`src/rtl/alu_sequencer.sv`:
```
// alu_sequencer: program-counter driven instruction walker with a two-stage
// fetch/execute pipeline. Instructions are written into a local memory while
// idle, then fetched, split into opcode/A/B and executed through a small ALU.
module alu_sequencer #(
  parameter int unsigned WIDTH        = 8,
  parameter int unsigned DEPTH        = 64,
  parameter int unsigned OPW          = 3,
  parameter bit          HALT_ON_ZERO = 1'b1,
  localparam int unsigned AW          = $clog2(DEPTH),
  localparam int unsigned IW          = OPW + 2 * WIDTH
) (
  input  logic             clk_i,
  input  logic             rst_ni,
  input  logic             start_i,
  input  logic             stop_i,
  input  logic             dir_i,
  input  logic             wrap_i,
  input  logic [AW-1:0]    start_addr_i,
  input  logic             prog_we_i,
  input  logic [AW-1:0]    prog_addr_i,
  input  logic [IW-1:0]    prog_data_i,
  output logic             busy_o,
  output logic             done_o,
  output logic [AW-1:0]    pc_o,
  output logic [IW-1:0]    instr_o,
  output logic [OPW-1:0]   out_op_o,
  output logic [WIDTH-1:0] out_a_o,
  output logic [WIDTH-1:0] out_b_o,
  output logic [WIDTH-1:0] result_o,
  output logic             carry_o,
  output logic             zero_o,
  output logic             out_valid_o
);

  localparam logic [1:0] StIdle  = 2'd0;
  localparam logic [1:0] StRun   = 2'd1;
  localparam logic [1:0] StDrain = 2'd2;

  localparam logic [WIDTH:0] WidthVal = (WIDTH + 1)'(WIDTH);

  logic [IW-1:0]    mem_q [DEPTH];

  logic [1:0]       state_q, state_d;
  logic [AW-1:0]    pc_q, pc_d;
  logic [IW-1:0]    s1_q, s1_d;
  logic             s1_valid_q, s1_valid_d;

  logic [IW-1:0]    instr_q, instr_d;
  logic [OPW-1:0]   op_q, op_d;
  logic [WIDTH-1:0] a_q, a_d;
  logic [WIDTH-1:0] b_q, b_d;
  logic [WIDTH-1:0] result_q, result_d;
  logic             carry_q, carry_d;
  logic             zero_q, zero_d;
  logic             out_valid_q, out_valid_d;
  logic             done_q, done_d;

  logic [OPW-1:0]   op_f;
  logic [WIDTH-1:0] a_f, b_f;
  logic [WIDTH-1:0] alu_res;
  logic             alu_carry;
  logic [WIDTH:0]   sum;
  logic             halt_hit;
  logic             at_end;
  logic             exec_en;

  assign op_f = s1_q[IW-1:2*WIDTH];
  assign a_f  = s1_q[2*WIDTH-1:WIDTH];
  assign b_f  = s1_q[WIDTH-1:0];
  assign sum  = {1'b0, a_f} + {1'b0, b_f};

  // A zero word waiting in stage 1 ends the run instead of executing.
  assign halt_hit = HALT_ON_ZERO && s1_valid_q && (s1_q == '0);
  assign at_end   = dir_i ? (pc_q == AW'(DEPTH - 1)) : (pc_q == '0);

  // ALU on the stage-1 word; results truncated to WIDTH.
  always_comb begin
    alu_res   = '0;
    alu_carry = 1'b0;
    case (op_f)
      OPW'(0): begin
        alu_res   = sum[WIDTH-1:0];
        alu_carry = sum[WIDTH];
      end
      OPW'(1): begin
        alu_res   = a_f - b_f;
        alu_carry = (a_f >= b_f);
      end
      OPW'(2): alu_res = ({1'b0, b_f} >= WidthVal) ? '0 : (a_f << b_f);
      OPW'(3): alu_res = ({1'b0, b_f} >= WidthVal) ? '0 : (a_f >> b_f);
      OPW'(4): alu_res = a_f & b_f;
      OPW'(5): alu_res = a_f | b_f;
      OPW'(6): alu_res = a_f ^ b_f;
      OPW'(7): alu_res = ~a_f;
      default: alu_res = '0;
    endcase
  end

  // Sequencer FSM, fetch stage and execute-stage next-state logic.
  always_comb begin
    state_d     = state_q;
    pc_d        = pc_q;
    s1_d        = s1_q;
    s1_valid_d  = s1_valid_q;
    instr_d     = instr_q;
    op_d        = op_q;
    a_d         = a_q;
    b_d         = b_q;
    result_d    = result_q;
    carry_d     = carry_q;
    zero_d      = zero_q;
    out_valid_d = 1'b0;
    done_d      = 1'b0;
    exec_en     = 1'b0;

    case (state_q)
      StIdle: begin
        s1_valid_d = 1'b0;
        if (start_i && !stop_i) begin
          pc_d    = start_addr_i;
          state_d = StRun;
        end
      end
      StRun: begin
        if (stop_i) begin
          state_d    = StIdle;
          s1_valid_d = 1'b0;
        end else if (halt_hit) begin
          state_d    = StIdle;
          s1_valid_d = 1'b0;
          done_d     = 1'b1;
        end else begin
          s1_d       = mem_q[pc_q];
          s1_valid_d = 1'b1;
          exec_en    = s1_valid_q;
          if (at_end && !wrap_i) begin
            state_d = StDrain;
          end else begin
            pc_d = dir_i ? (pc_q + AW'(1)) : (pc_q - AW'(1));
          end
        end
      end
      StDrain: begin
        state_d    = StIdle;
        s1_valid_d = 1'b0;
        if (!stop_i) begin
          done_d  = 1'b1;
          exec_en = s1_valid_q && !halt_hit;
        end
      end
      default: begin
        state_d    = StIdle;
        s1_valid_d = 1'b0;
      end
    endcase

    if (exec_en) begin
      instr_d     = s1_q;
      op_d        = op_f;
      a_d         = a_f;
      b_d         = b_f;
      result_d    = alu_res;
      carry_d     = alu_carry;
      zero_d      = (alu_res == '0);
      out_valid_d = 1'b1;
    end
  end

  // Pipeline and control state, cleared asynchronously.
  always_ff @(posedge clk_i or negedge rst_ni) begin
    if (!rst_ni) begin
      state_q     <= StIdle;
      pc_q        <= '0;
      s1_q        <= '0;
      s1_valid_q  <= 1'b0;
      instr_q     <= '0;
      op_q        <= '0;
      a_q         <= '0;
      b_q         <= '0;
      result_q    <= '0;
      carry_q     <= 1'b0;
      zero_q      <= 1'b0;
      out_valid_q <= 1'b0;
      done_q      <= 1'b0;
    end else begin
      state_q     <= state_d;
      pc_q        <= pc_d;
      s1_q        <= s1_d;
      s1_valid_q  <= s1_valid_d;
      instr_q     <= instr_d;
      op_q        <= op_d;
      a_q         <= a_d;
      b_q         <= b_d;
      result_q    <= result_d;
      carry_q     <= carry_d;
      zero_q      <= zero_d;
      out_valid_q <= out_valid_d;
      done_q      <= done_d;
    end
  end

  // Program memory: writable only while idle, never reset.
  always_ff @(posedge clk_i) begin
    if (prog_we_i && (state_q == StIdle)) begin
      mem_q[prog_addr_i] <= prog_data_i;
    end
  end

  assign busy_o      = (state_q != StIdle);
  assign done_o      = done_q;
  assign pc_o        = pc_q;
  assign instr_o     = instr_q;
  assign out_op_o    = op_q;
  assign out_a_o     = a_q;
  assign out_b_o     = b_q;
  assign result_o    = result_q;
  assign carry_o     = carry_q;
  assign zero_o      = zero_q;
  assign out_valid_o = out_valid_q;

endmodule

```
`config.mk`:
```
export PLATFORM = sky130hd
export DESIGN_NAME = alu_sequencer
export DESIGN_NICKNAME = d
export VERILOG_FILES = /design/src/rtl/alu_sequencer.sv
export SDC_FILE = /design/constraint.sdc
export NUM_CORES = 1
export LEC_CHECK = 0
export CORE_ASPECT_RATIO = 1.4
export CORE_MARGIN = 1.5
export CORE_UTILIZATION = 33
export DETAILED_ROUTE_END_ITERATION = 6
export PLACE_DENSITY = 0.55
export SETUP_SLACK_MARGIN = 0.15
export SYNTH_ARGS = -nofsm -noshare
export SYNTH_HDL_FRONTEND = slang
export SYNTH_SLANG_ARGS = --single-unit
```
`constraint.sdc`:
```
create_clock -name clk_i -period 3.4 [get_ports clk_i]
set_input_delay 0.68 -clock clk_i [delete_from_list [all_inputs] [get_ports clk_i]]
set_output_delay 0.68 -clock clk_i [all_outputs]
set_load 0.005 [all_outputs]
```
==> impl_metrics.json, run 1 <==
{
  "wl_met1_mm": 49.3,
  "cts_sinks": 1275,
  "yosysSeqAreaShare_pct": 74.8,
  "worstHoldStart": "result_o[1]",
  "htreeDepth": 3,
  "reg2reg_to": "s1_q[0]",
  "cts_buffers": 110,
  "grt_max_degree": 65,
  "clkPwrFrac_pct": 27.5,
  "finClkSkew_ns": 0.0334,
  "drt-initial-drc-count": 2078,
  "clk_path_buf_depth": 3,
  "r2r_start": "pc_o[0]",
  "placed_cells": 4413,
  "rsz0062_at_grt": "false",
  "fin_cells": 4616,
  "highest_layer": "met5",
  "grt_pass1_wl_mm": 195,
  "dieWidth_um": 335,
  "comb_power_share_pct": 32.9,
  "dieArea_um2": 156000,
  "rows": 170,
  "hold_viol": 0,
  "cts_tree": "done",
  "n_fill_cell": 13636,
  "ff2ff_path_depth": 6,
  "synth.cell_area_um2": 50800,
  "synth-main-ff-cell": "edfxtp_1",
  "cpPeakStageDelay_ns": 0.59,
  "fin_hold_ws_ns": 0.482,
  "core_um2": 153000,
  "tightest_slew_ns": 1.31,
  "drtAntennaViolNets": 0,
  "finalNetCount": 2621,
  "async_reset_ff_share_pct": 4.63,
  "critPathCaptureType": "output port",
  "wl_met2_mm": 75.8,
  "start_kind": "flop",
  "synth_warnings": 0,
  "maxSlewViolCount": 0,
  "totalNegativeSetupSlack_ns": 0,
  "p_int_mw": 31.8,
  "fin_crit_sh_pct": 91.2,
  "cp_num_buf_inv": 3,
  "place_area_um2": 55600,
  "slew_headroom_pct": 12.6,
  "synth-seq-cells": 1275,
  "synth_edf_count": 1216,
  "grt_pass1_vias": 26079,
  "wirelength_mm": 138,
  "die_h_um": 467,
  "synth_nets": 2395,
  "switchingPower_mw": 14.1,
  "layout_setup_ws_ns": 0.300,
  "layout_min_cycle_time_ns": 3.10,
  "status": "finished, final reports clean",
  "fmax_mhz": 323,
  "syn_inst": 2322,
  "final_core_util_pct": 38.6,
  "pre_cts_ws_ns": 0.0857,
  "cp_slowest_cell": "dfrtp_4",
  "pin_count": 95,
  "required_ns": 2.72,
  "place_congestion": 0.869,
  "drv_cap": 0,
  "switching_share_pct": 30.7,
  "cp_data_arrival_time_ns": 2.42,
  "port_buffers": 94,
  "grt_usage_pct": 17.7,
  "pwr-share-seq_pct": 39.7,
  "clk_pin_slew_ns": 0.07,
  "clock_latency_ns": 0.74,
  "hold_depth": 2,
  "gr-total-overflow": 0,
  "cp_max_fo": 34,
  "drive_gt1_share_pct": 32.1,
  "p_leak_nw": 18.5,
  "holdPathEnd": "result_o[1]",
  "layout_common_cells": "edfxtp_1 (1216), mux4_2 (398), clkbuf_16 (113)",
  "area_delta_synth_final_pct": 16.5,
  "multi_input_area_um2": 12100,
  "antenna_found_initial": 9,
  "wl_per_cell_um": 29.8,
  "drtPass1Iterations": 5,
  "hpwl_mm": 87.3,
  "layout_commonest_cell": "edfxtp_1",
  "via_count": 24268,
  "synth.distinct_cells": 67,
  "avgSynthCellArea_um2": 21.9,
  "final_area_um2": 59200,
  "setup_viol": 0,
  "root_buffer": "clkbuf_16",
  "post-route-drc-count": 0,
  "power.total_mw": 45.9,
  "crit_chain": "buf_12 -> buf_12 -> clkdlybuf4s50_1",
  "ff2ff_setup_slack_ns": 0.30,
  "cp_top_family": "buffers and inverters",
  "dr_wl_met3_mm": 6.90,
  "cpMostUsedCell": "buf_12",
  "area.sequential_um2": 38000,
  "irDropWorstVdd_v": 0.000426,
  "start_util_pct": 33.2,
  "via_per_inst": 5.26,
  "hold_class": "reg -> reg",
  "power.density_nw_per_um2": 776,
  "path_class": "reg -> out"
}
## cells in the mapped netlist (3+ instances only)
master / instances / area [µm²]
nand4_1: 4 / 25.0
clkbuf_1: 69 / 259
nand3b_1: 4 / 30.0
o21bai_1: 5 / 37.5
fa_1: 3 / 60.1
nand3_1: 11 / 55.1
edfxtp_1: 1216 / 36500
xnor2_1: 11 / 96.3
or2_2: 3 / 18.8
nor2b_1: 9 / 56.3
nor2_1: 97 / 364
nor4_1: 6 / 37.5
o21ai_1: 9 / 45.0
o221ai_1: 8 / 70.1
a211oi_1: 3 / 22.5
inv_1: 37 / 139
and3b_1: 3 / 26.3
a21oi_1: 26 / 130
ha_1: 32 / 400
buf_4: 23 / 173
o21ai_0: 31 / 155
o22a_1: 3 / 26.3
mux4_2: 398 / 8960
o31ai_1: 5 / 37.5
dfrtp_1: 59 / 1480
buf_2: 41 / 205
mux2_2: 24 / 270
a31oi_1: 3 / 18.8
buf_1: 11 / 41.3
o211ai_1: 4 / 30.0
nand2_1: 74 / 278
mux2i_1: 21 / 210
o22ai_1: 5 / 31.3
nor3_1: 12 / 60.1
or3_1: 4 / 25.0
o21a_1: 4 / 30.0
## registers in the layout (all words and copies together) (netlist names)
signal / flops
done_o: 1
s1_q: 19
instr_o: 19
pc_o: 6
result_o: 8
state_q: 2
carry_o: 1
mem_q: 1216
zero_o: 1
s1_valid_q: 1
out_valid_o: 1
## layout make-up
cell class | count | share of cell area, %
Antenna cell | 5 | 0.0211
Timing Repair Buffer | 260 | 4.80
Inverter | 40 | 0.258
Multi-Input combinational cell | 861 | 20.5
Tap cell | 1978 | 4.18
Clock buffer | 134 | 4.93
Clock inverter | 63 | 1.11
Sequential cell | 1275 | 64.2
## power by group through the flow
stage | combinational (mW) | sequential [mW] | clock [mW]
2_1_floorplan | 9.68 | 18.1 | 0
3_5_place_dp | 15.4 | 18.5 | 0
5_1_grt | 15.9 | 18.2 | 13.5
6_report | 15.1 | 18.2 | 12.6
3_3_place_gp | 15.3 | 18.5 | 0
4_1_cts | 15.4 | 18.2 | 12.9
## worst min-delay path, stage by stage, from the launching register on
cell	delay, ns
dfrtp_1	0.34
nand2_1	0.04
o21ai_0	0.06
## kinds of logic (layout without fill, tap and decap cells)
kind of cell / after synthesis / after routing / share of synthesized area [%]
DFF: 1275 / 1275 / 74.8
muxes: 443 / 443 / 18.6
and+or+nand+nor: 241 / 241 / 2.14
buffers and inverters: 186 / 497 / 1.68
AOI/OAI and AO/OA: 129 / 129 / 1.65
adders and majority gates: 35 / 35 / 0.907
xor gates and xnor gates: 13 / 13 / 0.224
other: 0 / 5 / 0
## how the worst max path moves through the flow
stage	startpoint	to	cells after the start	slack (ns)
after CTS	pc_o[1]	pc_o[1]	3	0.20
after global placement	prog_we_i	mem_q[48][14]	5	0.09
final	pc_o[1]	pc_o[1]	3	0.30
after detailed placement	prog_we_i	mem_q[48][14]	5	0.09
after floorplan	s1_q[1]	zero_o	11	0.27
after global routing	pc_o[0]	s1_q[0]	6	0.16
## what timing repair did
item | CTS | global route
endpoints found under the hold margin | 30 | 0
buffers inserted | 0 | 0
hold buffers | 1 | 0
gates resized for setup | 1 | 1
endpoints found under the setup margin | 1 | 1
## layer usage
metal | GRT usage (%) | up-vias
met5 | 0 | -
met1 | 20.4 | 13212
met2 | 33.3 | 712
met4 | 6.93 | 4
met3 | 2.19 | 201
li1 | - | 10139
No activity file was read; power rests on OpenSTA's default activity.
==> run 2: changes to the inputs <==
- CTS_CLUSTER_SIZE: not set -> 10
- MAX_ROUTING_LAYER: not set -> met4
- SETUP_SLACK_MARGIN: 0.15 -> 0.2
==> impl_metrics.json, run 2 (synthesized netlist as in run 1, its figures left out) <==
{
  "drtPass1Iterations": 5,
  "n_fill_cell": 13520,
  "p_leak_nw": 18.7,
  "highest_layer": "met4",
  "cts_sinks": 1275,
  "finClkSkew_ns": 0.0270,
  "hold_class": "in -> reg",
  "port_buffers": 94,
  "wl_per_cell_um": 30.4,
  "setup_viol": 0,
  "cp_data_arrival_time_ns": 2.45,
  "wl_met2_mm": 76.8,
  "cp_max_fo": 23,
  "slew_headroom_pct": 15.2,
  "grt_pass1_wl_mm": 198,
  "critPathCaptureType": "output port",
  "placed_cells": 4406,
  "layout_commonest_cell": "edfxtp_1",
  "start_kind": "flop",
  "via_per_inst": 5.36,
  "status": "finished, final reports clean",
  "final_area_um2": 59800,
  "hold_viol": 0,
  "totalNegativeSetupSlack_ns": 0,
  "clock_latency_ns": 0.77,
  "die_h_um": 467,
  "dieArea_um2": 156000,
  "area_delta_synth_final_pct": 17.7,
  "wl_met1_mm": 51.1,
  "largest_register_ffs": 1216,
  "cts_buffers": 146,
  "start_util_pct": 33.2,
  "final_core_util_pct": 39.0,
  "drv_cap": 0,
  "fin_cells": 4620,
  "layout_common_cells": "edfxtp_1 (1216), mux4_2 (398), clkbuf_16 (148)",
  "finalNetCount": 2653,
  "grt_usage_pct": 18.6,
  "rsz0062_at_grt": "true",
  "drive_gt1_share_pct": 32.3,
  "core_um2": 153000,
  "tightest_slew_ns": 1.27,
  "dr_wl_met3_mm": 6.59,
  "regMostFlops": "mem_q",
  "layout_min_cycle_time_ns": 3.13,
  "drtAntennaViolNets": 0,
  "clk_pin_slew_ns": 0.06,
  "via_count": 24774,
  "maxSlewViolCount": 0,
  "place_congestion": 0.886,
  "fin_hold_ws_ns": 0.425,
  "hpwl_mm": 86.8,
  "power.density_nw_per_um2": 793,
  "cts_tree": "done",
  "post-route-drc-count": 0,
  "area.sequential_um2": 38000,
  "root_buffer": "clkbuf_16",
  "antenna_found_initial": 9,
  "path_class": "reg -> out",
  "fin_crit_sh_pct": 92.0,
  "multi_input_area_um2": 12100,
  "htreeDepth": 4,
  "dieWidth_um": 335,
  "drt-initial-drc-count": 2204,
  "clk_path_buf_depth": 3,
  "required_ns": 2.72,
  "grt_max_degree": 65,
  "rows": 170,
  "wirelength_mm": 140,
  "pin_count": 95,
  "irDropWorstVdd_v": 0.000549,
  "gr-total-overflow": 0,
  "place_area_um2": 55500,
  "fmax_mhz": 320,
  "grt_pass1_vias": 26261
}
[run 2: cell count changes in the layout (fill, tap and decap cells not counted), moves of 3 or more]
cell | previous run | this run
buf_4 | 105 | 97
bufinv_16 | 12 | 0
clkbuf_1 | 20 | 36
clkbuf_16 | 113 | 148
clkinv_1 | 19 | 2
clkinv_16 | 0 | 4
clkinv_2 | 20 | 0
clkinvlp_4 | 5 | 2
diode_2 | 5 | 10
inv_6 | 1 | 6
[run 2: cell type report]
type | count | share of cell area [%]
timing repair buffer | 256 | 4.84
antenna | 10 | 0.0419
multi-input combinational | 861 | 20.3
sequential | 1275 | 63.6
inverter | 40 | 0.262
tap | 1978 | 4.14
clock buffer | 184 | 6.40
clock inverter | 16 | 0.431
[run 2: stage by stage]
step | power, mW | worst slack, ns
global placement | 33.7 | 0.113
global route | 49.1 | 0.165
floorplan | 27.8 | 0.269
detailed placement | 33.8 | 0.108
finish | 47.4 | 0.273
CTS | 47.8 | 0.205
[run 2: path summary, 6_finish.rpt]
check,startpoint,to,slack (ns),depth (start not counted)
worst max-delay path,pc_o[1],pc_o[1],0.27,3
worst min-delay path,prog_data_i[13],mem_q[4][13],0.43,2
worst max register to register,pc_o[1],s1_q[4],0.29,6
worst min register to register,result_o[1],result_o[1],0.49,2
max in group asynchronous,rst_ni,pc_o[0],1.86,3
min in group asynchronous,rst_ni,instr_o[8],0.49,2
[run 2: timing repair]
item,in CTS,in global routing
buffers inserted,1,0
gates resized for setup,5,4
gates cloned,1,1
hold buffers,1,0
endpoints found under the setup margin,4,5
endpoints found under the hold margin,30,0
[run 2: metal layers]
metal | vias to the layer above | GRT usage, %
met2 | 770 | 33.5
met3 | 234 | 2.80
met1 | 13617 | 20.5
met4 | 0 | 7.47
li1 | 10153 | -
met5 | - | -
[run 2: worst max-delay path, cell delays in order (launching register included)]
cell and delay [ns]:
dfrtp_4 0.61, buf_16 0.25, buf_12 0.22, clkdlybuf4s50_1 0.53
[run 2: report_power, final]
group | switching (mW) | leakage (nW) | internal (mW)
Sequential | 0.693 | 11.7 | 17.6
Combinational | 7.91 | 5.08 | 7.30
Clock | 6.00 | 1.97 | 7.88
==> run 3: changes to the inputs <==
- GPL_ROUTABILITY_DRIVEN: not set -> 0
- PLACE_DENSITY: 0.55 -> 0.54
- clock period: 3.4 -> 3.55 ns (I/O delays scaled with it)
==> impl_metrics.json, run 3 (synthesized netlist as in run 1, its figures left out) <==
{
  "status": "finished, final reports clean",
  "hpwl_mm": 84.6,
  "grt_pass1_vias": 26269,
  "post-route-drc-count": 0,
  "clock_latency_ns": 0.77,
  "pin_count": 95,
  "largest_register_ffs": 1216,
  "drtAntennaViolNets": 0,
  "hold_class": "in -> async",
  "maxSlewViolCount": 0,
  "drive_gt1_share_pct": 31.9,
  "hold_viol": 0,
  "grt_usage_pct": 18.3,
  "r2r_start": "s1_q[17]",
  "place_area_um2": 55300,
  "layout_commonest_cell": "edfxtp_1",
  "p_leak_nw": 18.7,
  "drt-initial-drc-count": 2447,
  "layout_common_cells": "edfxtp_1 (1216), mux4_2 (398), clkbuf_16 (147)",
  "dieArea_um2": 156000,
  "reg2reg_to": "s1_q[9]",
  "cts_tree": "done",
  "start_kind": "flop",
  "htreeDepth": 4,
  "rsz0062_at_grt": "false",
  "via_count": 24792,
  "wirelength_mm": 138,
  "die_h_um": 467,
  "start_util_pct": 33.2,
  "ff2ff_path_depth": 7,
  "layout_setup_ws_ns": 0.324,
  "final_area_um2": 59500,
  "slew_headroom_pct": 16.2,
  "cts_buffers": 146,
  "grt_max_degree": 65,
  "ff2ff_setup_slack_ns": 0.47,
  "antenna_found_initial": 7,
  "clk_pin_slew_ns": 0.06,
  "grt_pass1_wl_mm": 195,
  "area_delta_synth_final_pct": 17.1,
  "wl_per_cell_um": 29.8,
  "drv_cap": 0,
  "required_ns": 2.84,
  "via_per_inst": 5.36,
  "layout_min_cycle_time_ns": 3.23,
  "regMostFlops": "mem_q",
  "cpPeakStageDelay_ns": 0.60,
  "dieWidth_um": 335,
  "cts_hold_repair.buffers": 0,
  "finClkSkew_ns": 0.0253,
  "cp_data_arrival_time_ns": 2.52,
  "worstSetupEndpoint": "busy_o",
  "fin_crit_sh_pct": 90.9,
  "cts_sinks": 1275,
  "fmax_mhz": 310,
  "clk_path_buf_depth": 3,
  "tightest_slew_ns": 1.26,
  "crit_chain": "inv_1 -> ha_1 -> buf_4 -> inv_1 -> clkdlybuf4s50_1",
  "cp_slowest_cell": "clkdlybuf4s50_1",
  "power.density_nw_per_um2": 761,
  "critPathLaunch": "state_q[0]",
  "port_buffers": 94,
  "cp_max_fo": 5,
  "pre_cts_ws_ns": 0.349,
  "core_um2": 153000,
  "irDropWorstVdd_v": 0.000456,
  "totalNegativeSetupSlack_ns": 0,
  "drtPass1Iterations": 6,
  "fin_hold_ws_ns": 0.147,
  "rows": 170,
  "finalNetCount": 2649,
  "path_class": "reg -> out",
  "critPathCaptureType": "output port",
  "final_core_util_pct": 38.8,
  "gr-total-overflow": 0,
  "root_buffer": "clkbuf_16",
  "setup_viol": 0,
  "cpMostUsedCell": "inv_1"
}
==> run 3: cell types whose count changed in the layout (fill, tap and decap cells not counted), sizes merged <==
cell / delta
clkinv: +3
bufbuf: -1
buf: -1
dlygate4sd3: -1
diode: -5
clkinvlp: -2
clkbuf: +12
==> run 3: worst min path at each step <==
stage	cells after the start	from	slack, ns	end
after global placement	2	result_o[1]	0.48	result_o[1]
final	2	rst_ni	0.15	pc_o[4]
after detailed placement	2	result_o[2]	0.49	result_o[2]
after CTS	2	rst_ni	0.12	instr_o[6]
after global routing	2	rst_ni	0.16	pc_o[5]
after floorplan	0	rst_ni	0.41	carry_o
==> run 3: layout make-up <==
| class | count | area [µm²] |
|---|---|---|
| Antenna cell | 5 | 12.5 |
| Tap cell | 1978 | 2470 |
| Inverter | 40 | 153 |
| Sequential cell | 1275 | 38000 |
| Clock inverter | 17 | 258 |
| Multi-Input combinational cell | 861 | 12100 |
| Timing Repair Buffer | 252 | 2600 |
| Clock buffer | 197 | 3880 |
| Fill cell | 13578 | 93700 |
==> run 3: layer usage <==
metal  wire [µm]  part of all wire [%]  GRT usage (%)  vias to the layer above
met4        4510                   3.3           6.56                        0
li1            -                     -              -                    10173
met5           0                     0              -                        -
met1       50300                    36           20.6                    13615
met3        6830                   5.0           2.46                      191
met2       76200                    55           33.0                      813
==> run 3: timing repair <==
item / in CTS / in global routing
buffers inserted: 0 / 1
resized for setup: 0 / 1
endpoints found under the setup margin: 0 / 2
==> run 3: metrics by stage <==
stage          power, mW  instances
4_1_cts             45.8       4619
5_1_grt             46.9       4622
2_1_floorplan       26.6       2322
3_3_place_gp        32.3       4405
3_5_place_dp        32.4       4405
6_report            45.3       4625
==> run 3: worst max-delay path: cells and delay by family, from the launching register on <==
family	cells	cell delay, ns
buffers and inverters	4	1.18
flip-flops	1	0.35
adder cells (fa/ha/maj)	1	0.22
==> run 3: power by group <==
group / total (mW) / switching [mW] / leakage (nW) / internal (mW)
Clock: 13.4 / 5.74 / 1.99 / 7.61
Combinational: 14.5 / 7.54 / 5.00 / 6.94
Sequential: 17.4 / 0.605 / 11.7 / 16.8
